===== config.mk =====
export PLATFORM = sky130hd
export DESIGN_NAME = l2_write_buffer
export DESIGN_NICKNAME = d
export VERILOG_FILES = /design/src/rtl/l2_wb_pkg.sv /design/src/rtl/l2_write_buffer.sv
export SDC_FILE = /design/constraint.sdc
export NUM_CORES = 1
export LEC_CHECK = 0
export CORE_ASPECT_RATIO = 0.75
export CORE_UTILIZATION = 38
export CTS_CLUSTER_DIAMETER = 120
export CTS_CLUSTER_SIZE = 24
export DETAILED_ROUTE_END_ITERATION = 12
export PLACE_DENSITY_LB_ADDON = 0.25
export SLEW_MARGIN = 0
export SYNTH_ARGS = -nofsm -noshare
export SYNTH_HDL_FRONTEND = slang
export SYNTH_SLANG_ARGS = --single-unit

===== constraint.sdc =====
create_clock -name CLK -period 19.7 [get_ports CLK]
set_input_delay 3.94 -clock CLK [delete_from_list [all_inputs] [get_ports CLK]]
set_output_delay 3.94 -clock CLK [all_outputs]
set_load 0.01 [all_outputs]

===== src/rtl/l2_wb_pkg.sv =====
// Shared types and constants for the L2 posted write buffer.
package l2_wb_pkg;

   localparam int unsigned WB_ADDR_W = 32;
   localparam int unsigned WB_DATA_W = 32;
   localparam int unsigned WB_BE_W   = WB_DATA_W / 8;

   // Byte-enable pattern of a full-word write; only these entries can forward.
   localparam logic [WB_BE_W-1:0] WB_BE_FULL = '1;

   typedef struct packed {
      logic [WB_ADDR_W-1:0] addr;
      logic [WB_DATA_W-1:0] wdata;
      logic [WB_BE_W-1:0]   byte_en;
   } wb_entry_t;

   typedef enum logic [1:0] {
      IDLE,
      RD_DRAIN,
      RD_MEM
   } wb_state_t;

endpackage


===== src/rtl/l2_write_buffer.sv =====
// Posted write buffer between the L2 memory-side bus and the memory controller.
// Writes are absorbed into an in-order FIFO and drained one at a time; reads
// either forward from a full-word buffered write or wait behind the drain.
// ADDR_WIDTH/DATA_WIDTH must match the entry widths in l2_wb_pkg.
module l2_write_buffer
   import l2_wb_pkg::*;
#(
   parameter int unsigned DEPTH      = 4,
   parameter int unsigned ADDR_WIDTH = WB_ADDR_W,
   parameter int unsigned DATA_WIDTH = WB_DATA_W
) (
   input  logic                    CLK,
   input  logic                    RST,
   input  logic [ADDR_WIDTH-1:0]   l2_addr,
   input  logic [DATA_WIDTH-1:0]   l2_wdata,
   input  logic                    l2_ren,
   input  logic                    l2_wen,
   input  logic [DATA_WIDTH/8-1:0] l2_byte_en,
   output logic [DATA_WIDTH-1:0]   l2_rdata,
   output logic                    l2_busy,
   output logic [ADDR_WIDTH-1:0]   mem_addr,
   output logic [DATA_WIDTH-1:0]   mem_wdata,
   output logic                    mem_ren,
   output logic                    mem_wen,
   output logic [DATA_WIDTH/8-1:0] mem_byte_en,
   input  logic [DATA_WIDTH-1:0]   mem_rdata,
   input  logic                    mem_busy,
   input  logic                    flush,
   output logic                    flush_done
);

   localparam int unsigned PTR_W = $clog2(DEPTH);
   localparam int unsigned CNT_W = PTR_W + 1;
   localparam logic [CNT_W-1:0] CNT_FULL = CNT_W'(DEPTH);

   wb_entry_t        fifo_q [DEPTH];
   logic [PTR_W-1:0] head_q, head_d;
   logic [PTR_W-1:0] tail_q, tail_d;
   logic [CNT_W-1:0] count_q, count_d;
   wb_state_t        state_q, state_d;
   logic             flush_seen_q, flush_seen_d;

   wb_entry_t        head_e;
   logic             drain_en;
   logic             push;
   logic             pop;

   logic             fwd_hit;
   logic             fwd_full;
   logic [DATA_WIDTH-1:0] fwd_data;

   // Drain engine: head entry is offered to memory whenever no read owns the bus.
   always_comb begin
      head_e   = fifo_q[head_q];
      drain_en = (state_q != RD_MEM) && (count_q != '0);
      pop      = drain_en && !mem_busy;
      // Full check uses the registered count so mem_busy never reaches write-accept.
      push     = (state_q == IDLE) && l2_wen && (count_q < CNT_FULL) && !flush;
   end

   // Pointer and occupancy bookkeeping for simultaneous push/pop.
   always_comb begin
      head_d  = head_q;
      tail_d  = tail_q;
      count_d = count_q;
      if (push) begin
         tail_d = tail_q + 1'b1;
      end
      if (pop) begin
         head_d = head_q + 1'b1;
      end
      unique case ({push, pop})
         2'b10:   count_d = count_q + 1'b1;
         2'b01:   count_d = count_q - 1'b1;
         default: count_d = count_q;
      endcase
   end

   // Forward search: walk oldest to youngest so the last valid match wins;
   // the head is included even when it pops this cycle.
   always_comb begin
      logic [PTR_W-1:0] idx;
      idx      = '0;
      fwd_hit  = 1'b0;
      fwd_full = 1'b0;
      fwd_data = '0;
      for (int unsigned k = 0; k < DEPTH; k++) begin
         idx = head_q + PTR_W'(k);
         if ((CNT_W'(k) < count_q) && (fifo_q[idx].addr == l2_addr)) begin
            fwd_hit  = 1'b1;
            fwd_full = (fifo_q[idx].byte_en == WB_BE_FULL);
            fwd_data = fifo_q[idx].wdata;
         end
      end
   end

   // Request-side FSM next state and the zero-latency L2 response.
   always_comb begin
      state_d  = state_q;
      l2_busy  = 1'b1;
      l2_rdata = '0;
      unique case (state_q)
         IDLE: begin
            if (l2_wen) begin
               if (push) begin
                  l2_busy = 1'b0;
               end
            end else if (l2_ren) begin
               if (fwd_hit && fwd_full) begin
                  l2_busy  = 1'b0;
                  l2_rdata = fwd_data;
               end else if (fwd_hit || (count_q != '0)) begin
                  state_d = RD_DRAIN;
               end else begin
                  state_d = RD_MEM;
               end
            end
         end
         RD_DRAIN: begin
            if (count_d == '0) begin
               state_d = RD_MEM;
            end
         end
         RD_MEM: begin
            if (!mem_busy) begin
               l2_busy  = 1'b0;
               l2_rdata = mem_rdata;
               state_d  = IDLE;
            end
         end
         default: state_d = IDLE;
      endcase
      if (RST) begin
         l2_busy  = 1'b1;
         l2_rdata = '0;
      end
   end

   // Memory-side request mux: RD_MEM owns the bus for the read, otherwise the drain.
   always_comb begin
      mem_ren     = (state_q == RD_MEM);
      mem_wen     = drain_en;
      mem_addr    = '0;
      mem_wdata   = '0;
      mem_byte_en = '0;
      if (state_q == RD_MEM) begin
         mem_addr = l2_addr;
      end else if (drain_en) begin
         mem_addr    = head_e.addr;
         mem_wdata   = head_e.wdata;
         mem_byte_en = head_e.byte_en;
      end
   end

   // Flush handshake: one pulse per flush assertion once the buffer is empty.
   always_comb begin
      flush_done   = flush && (state_q == IDLE) && (count_q == '0) &&
                     !flush_seen_q && !RST;
      flush_seen_d = flush && (flush_seen_q || flush_done);
   end

   // State, pointer and flag registers.
   always_ff @(posedge CLK or posedge RST) begin
      if (RST) begin
         state_q      <= IDLE;
         head_q       <= '0;
         tail_q       <= '0;
         count_q      <= '0;
         flush_seen_q <= 1'b0;
      end else begin
         state_q      <= state_d;
         head_q       <= head_d;
         tail_q       <= tail_d;
         count_q      <= count_d;
         flush_seen_q <= flush_seen_d;
      end
   end

   // Entry storage, written at the tail on an accepted L2 write.
   always_ff @(posedge CLK or posedge RST) begin
      if (RST) begin
         for (int unsigned i = 0; i < DEPTH; i++) begin
            fifo_q[i] <= '0;
         end
      end else if (push) begin
         fifo_q[tail_q] <= '{addr: l2_addr, wdata: l2_wdata, byte_en: l2_byte_en};
      end
   end

endmodule


# == Word-level counts from Yosys, hierarchy flattened ==
# Index checks and enable logic that the tools add are counted.
# classes
n_div,0
mul,0
magnitude_cmp,11
shift,0
reduce_logical,27
n_addsub,6
n_mux,54
bitwise_logic,5
eq_ne,18
# op_table
operator,count
2-to-1 mux 68 bit,9
binary-select mux 68 bit (select 2 bit),4
2-to-1 mux 32 bit,13
bitwise mux 272 bit,1
demux 68 bit (select 2 bit),1
== test 32 bit,4
case mux 32 bit (2 select lines),1
"== test 4 bit, second input constant",4
logical AND 1 bit,16
"greater-or-equal comparator 3 bit, second input constant",5
NOT 2 -> 3 bit,5
2-to-1 mux 1 bit,14
2-to-1 mux 2 bit,6
"inequality test 2 bit, second input constant",6
2-to-1 mux 4 bit,2
logical NOT 3 bit,2
"< comparator 1 x 3 -> 1 bit, first input constant",2
"< comparator 2 x 3 -> 1 bit, first input constant",2
case mux 2 bit (3 select lines),1
case mux 3 bit (2 select lines),1
AND reduction 5 bit,1
"adder 2 x 1 -> 2 bit, second input constant",2
"adder 2 bit, second input constant",2
"== test 2 x 1 -> 1 bit, second input constant",2
other kinds (10),15
# totals
latch_bits,0
reg_bits,282
ramBits,0
out_inout_bits,104
mem_bits_ro,0
mem_count,0
word_cells,138
input_bits,106

# == Longest topological paths before layout ==
# logic_depth
word_depth,16
mapped_depth,18
mapped_depth_nobuf,15

# == Worst setup path before layout ==
# OpenSTA, ideal clock, no wires.
# synth_path
path_kind,input to output
start,input l2_addr[15]
end,output l2_rdata[16]
path_buffers,1
required_ps,15760
path_stages,10
path_slack_ps,8991
arrival_ps,6769
path_cell_list,inv_1 nor3_1 or4_1 or3_1 or4_1 or3_1 o31ai_1 o211ai_2 buf_2 o31ai_1
# synth_between
elab_chain_cells,12
word_cells_on_any_way,26
classes_between,4 x eq/ne; 17 x mux; 5 x reduce/logical
# synth_lines
item,line,text
start: declaration,l2_write_buffer.sv:14,"input logic [ADDR_WIDTH-1:0] l2_addr,"
== test 32 bit,l2_write_buffer.sv:89,if ((CNT_W'(k) < count_q) && (fifo_q[idx].addr == l2_addr)) begin
logical AND 1 bit,l2_write_buffer.sv:89,
2-to-1 mux 1 bit (4 in series),l2_write_buffer.sv:89,
logical AND 1 bit,l2_write_buffer.sv:109,if (fwd_hit && fwd_full) begin
2-to-1 mux 32 bit *,l2_write_buffer.sv:109,
2-to-1 mux 32 bit *,l2_write_buffer.sv:108,end else if (l2_ren) begin
2-to-1 mux 32 bit *,l2_write_buffer.sv:104,if (l2_wen) begin
case mux 32 bit (2 select lines) *,l2_write_buffer.sv:102,unique case (state_q)
2-to-1 mux 32 bit *,l2_write_buffer.sv:133,if (RST) begin
end: declaration,l2_write_buffer.sv:19,"output logic [DATA_WIDTH-1:0] l2_rdata,"
# Mark *: on every way between the ends. The rest lies on a longest branch, timed or not.

# == Worst setup path after layout ==
# layout_path
start,input l2_addr[24]
end,output l2_rdata[29]
# The elaborated chain is that of the path after synthesis.

==> impl_results.md <==
* Final hold violations at 0
* Drt first pass iters at 6
* Synth area leader: dfrtp_1
* Clk_lat worst skew at 0.54 ns
* Unique masters post-synth at a little over 80
* Layout fillers at roughly 5400
* Final Cell Area at 24900 sq um
* FF+latch count, synth at 282
* Min-Delay Path Class: flop to flop
* Async SR Flop Fraction at 1.00
* RePlAce Congestion at 0.984
* Post-synthesis xor/xnor area fraction at 0.0393
* Crit path time final at 13.25 ns
* VDD IR max at ~70 uV
* P_leak at 9.69 nW
* Top cells by area, synth: dfrtp_1 (32%), mux2_2 (16%), mux2i_1 (8.9%)
* Die W at 280 um
* CTS tree: yes
* RSZ-0062 raised after global routing: false
* Cell Area, Placed at between 20000 and 25000 sq um
* Main combinational cell family by area after synthesis: multiplexers
* Crit Path Class: input pin to output pin
* Reg2reg start: head_q[1]$_DFFE_PP0P_
* Post-synthesis mux area share at 0.319
* Initial Utilization at 0.385
* Initial antenna violation count at 5
* Sw power at 2.02 mW
* Final WL at ~78000 um
* CTS resizes at 0
* Largest net degree at the start of global routing at 137
* CP Launch Point: l2_addr[24]
* Reg2reg setup slack at 13.24 ns
* Met2 usage at 0.394
* Root Buffer Master: clkbuf_16
* Post-Syn Nets at around 2300
* Initial DRC count at 2336
* CTS sink count at ~280
* DP HPWL at 53700 um
* Total CTS buffers at 15
* Max Clk Rate at about 0.075 GHz
* Worst reg-to-reg path cell count at 12
* Sequential share of power at 0.269
* Vias/cell at 6.28
* Warnings from Yosys at 0
* Vias in the first global route at 17800
* Top-count cell post-synth: mux2_2
* Slew HR at 0.232
* Die Footprint at 59000 sq um
* Internal power at 2.30 mW
* Post-synthesis sequential area ratio at 0.320
* Status: completed
* Routed length per instance at ~26 um
* Worst EP required at 15.76 ns
* Crit-path max FO at 40
* Comb power frac at 0.648
* Clock Tree Buf Depth at 3
* Congestion Overflow GR at 0
* M3 GR Usage at 0.0426
* Area delta synth->final at 12.8%
* Pins Over Slew Limit at 0
* Mapped Area at approximately 22000 sq um
* Final setup violation count at 0
* Ports at between 200 and 250
* Avg Cell Area, Syn at 10.3 sq um
* Compound-Gate Fraction of Synth Area at 0.144
* Core box area at 57300 sq um
* Share of layout cells above drive strength 1 at 0.219
* Hold buffers post-CTS at 0
* Clk pwr share at 0.083
* Setup Buffers After CTS at 0
* Worst Max-Slew Pin Slew at approximately 1.1 ns
* Via Count at ~19000
* Nets at ~2300
* Floorplan row count at 76
* Share of the synthesized area in the top cell type at 0.320
* Simple-gate portion of the synthesized area at 0.121
* DR DRC count at 0
* Clock Skew at approximately 0.03 ns
* Worst-path clk slew at 0.10 ns
* H-tree depth at 1
* Crit path launch type: input pin
* Grt peak-use layer: met2
* Number of synthesized flops with an enable pin at 0
* First-pass GRT wire length at 117000 um
* Total GRT Usage at 0.258
* Arrival @ worst endpoint at 9.31 ns
* Setup TNS at 0 ns
* Max Cap Violations at 0
* GRT met1 Usage at 0.383
* Power density over the cells at 174 nW/um^2
* Synth top cells by count: mux2_2 (315), dfrtp_1 (282), mux2i_1 (197)
* Most used flip-flop cell after synthesis: dfrtp_1
* Die Y at 211 um
* Buffers on Ports at 209
* Post-Synth Adder-Cell Area at 0.00567
* WHS Path Cells at 1
* CP endpoint kind: output pin
* Cells after Synth at 2150
* Sw frac at 0.468
* Fin crit share at 0.673
* DRT antenna net count at 0
* Hold path startpoint: flush_seen_q$_DFF_PP0_
-- per-stage QoR --
step | hold WS, ns | std cells | setup slack, ns | utilization | power [mW]
after floorplan | 0.465 | 2150 | 7.98 | - | 3.02
after global placement | 0.482 | 2958 | 6.65 | 0.426 | 3.86
after detailed placement | 0.494 | 2958 | 6.63 | 0.426 | 3.91
after CTS | 0.518 | 2977 | 6.60 | 0.434 | 4.28
after global routing | 0.545 | 2978 | 6.37 | 0.434 | 4.56
final | 0.518 | 2979 | 6.45 | 0.434 | 4.32
-- power groups by stage --
stage	Sequential [mW]	Combinational, mW	Clock (mW)
5_1_grt	1.21	2.96	0.391
2_1_floorplan	1.04	1.98	0
6_report	1.16	2.80	0.361
4_1_cts	1.15	2.76	0.370
3_5_place_dp	1.17	2.74	0
3_3_place_gp	1.14	2.72	0
-- layout make-up --
class                   count  area, sq um  share of cell area
multi-input cells        1619        13900               0.560
well taps                 780          976              0.0392
repair buffers            242         2340              0.0940
clock buffers              18          397              0.0159
flip-flops and latches    282         7060               0.284
diodes                      2         5.00            0.000201
inverters                  35          141             0.00568
clock inverters             1         30.0             0.00121
-- cells in the final DEF, fill, tap and decap left out, types with 7 or more instances in the layout --
cell type        instances
o31ai_1                 40
mux4_2                  66
nand3_1                 11
mux2i_1                197
a311o_1                 11
clkdlybuf4s50_1        209
o311a_1                 10
o311ai_0                33
a22o_1                  20
o31ai_2                  7
inv_1                   31
xor2_1                  16
and2_1                  29
a21oi_1                 49
or2_2                   16
nor2b_1                 26
xnor2_1                 83
a31oi_1                 23
or4_1                   12
ha_1                    10
buf_4                   33
o22ai_1                 10
o211ai_1                28
nand2_1                146
nand4_1                 26
o31a_1                   8
nor3_1                  36
nor2_1                  58
nand2b_1                13
a221oi_1                 9
nor3b_1                  8
o21ai_0                 62
nor4_1                  52
mux2_2                 315
or3_1                   29
clkbuf_16               15
and3_1                  13
a211oi_1                40
dfrtp_1                280
-- state kept, by name (all words and copies together) (netlist names) --
signal        count
fifo_q          272
count_q           3
head_q            2
state_q           2
tail_q            2
flush_seen_q      1
-- layer usage --
metal / up-vias / part of all wire
li1: 8283 / -
met1: 9549 / 0.46
met4: 6 / 0.021
met3: 103 / 0.075
met2: 771 / 0.44
met5: - / 0.00056
-- cell families after synthesis --
group | after synthesis
multiplexers | 579
AND/OR/NAND/NOR | 504
AO/OA/AOI/OAI | 427
flip-flops | 282
buffers and inverters | 249
XOR/XNOR | 99
adder cells (fa/ha/maj) | 10
-- worst max-delay path, cell delays in order --
cell and delay [ns]:
clkdlybuf4s50_1 0.79, xnor2_1 0.42, nand4_1 0.24, or4_1 0.59, or3_1 0.35, buf_4 0.29
or3_2 0.78, buf_4 0.40, a311oi_1 0.30, a21oi_1 0.07, o31ai_1 0.42, clkdlybuf4s50_1 0.63
-- path summary, 6_finish.rpt --
kind	to
max in group asynchronous	fifo_q[61]$_DFFE_PP0P_
max reg2reg	state_q[0]$_DFFE_PP0P_
max	l2_rdata[29]
min reg2reg	flush_seen_q$_DFF_PP0_
min	flush_seen_q$_DFF_PP0_
min in group asynchronous	tail_q[1]$_DFFE_PP0P_
Note: power is estimated with default switching activity, not from simulation.
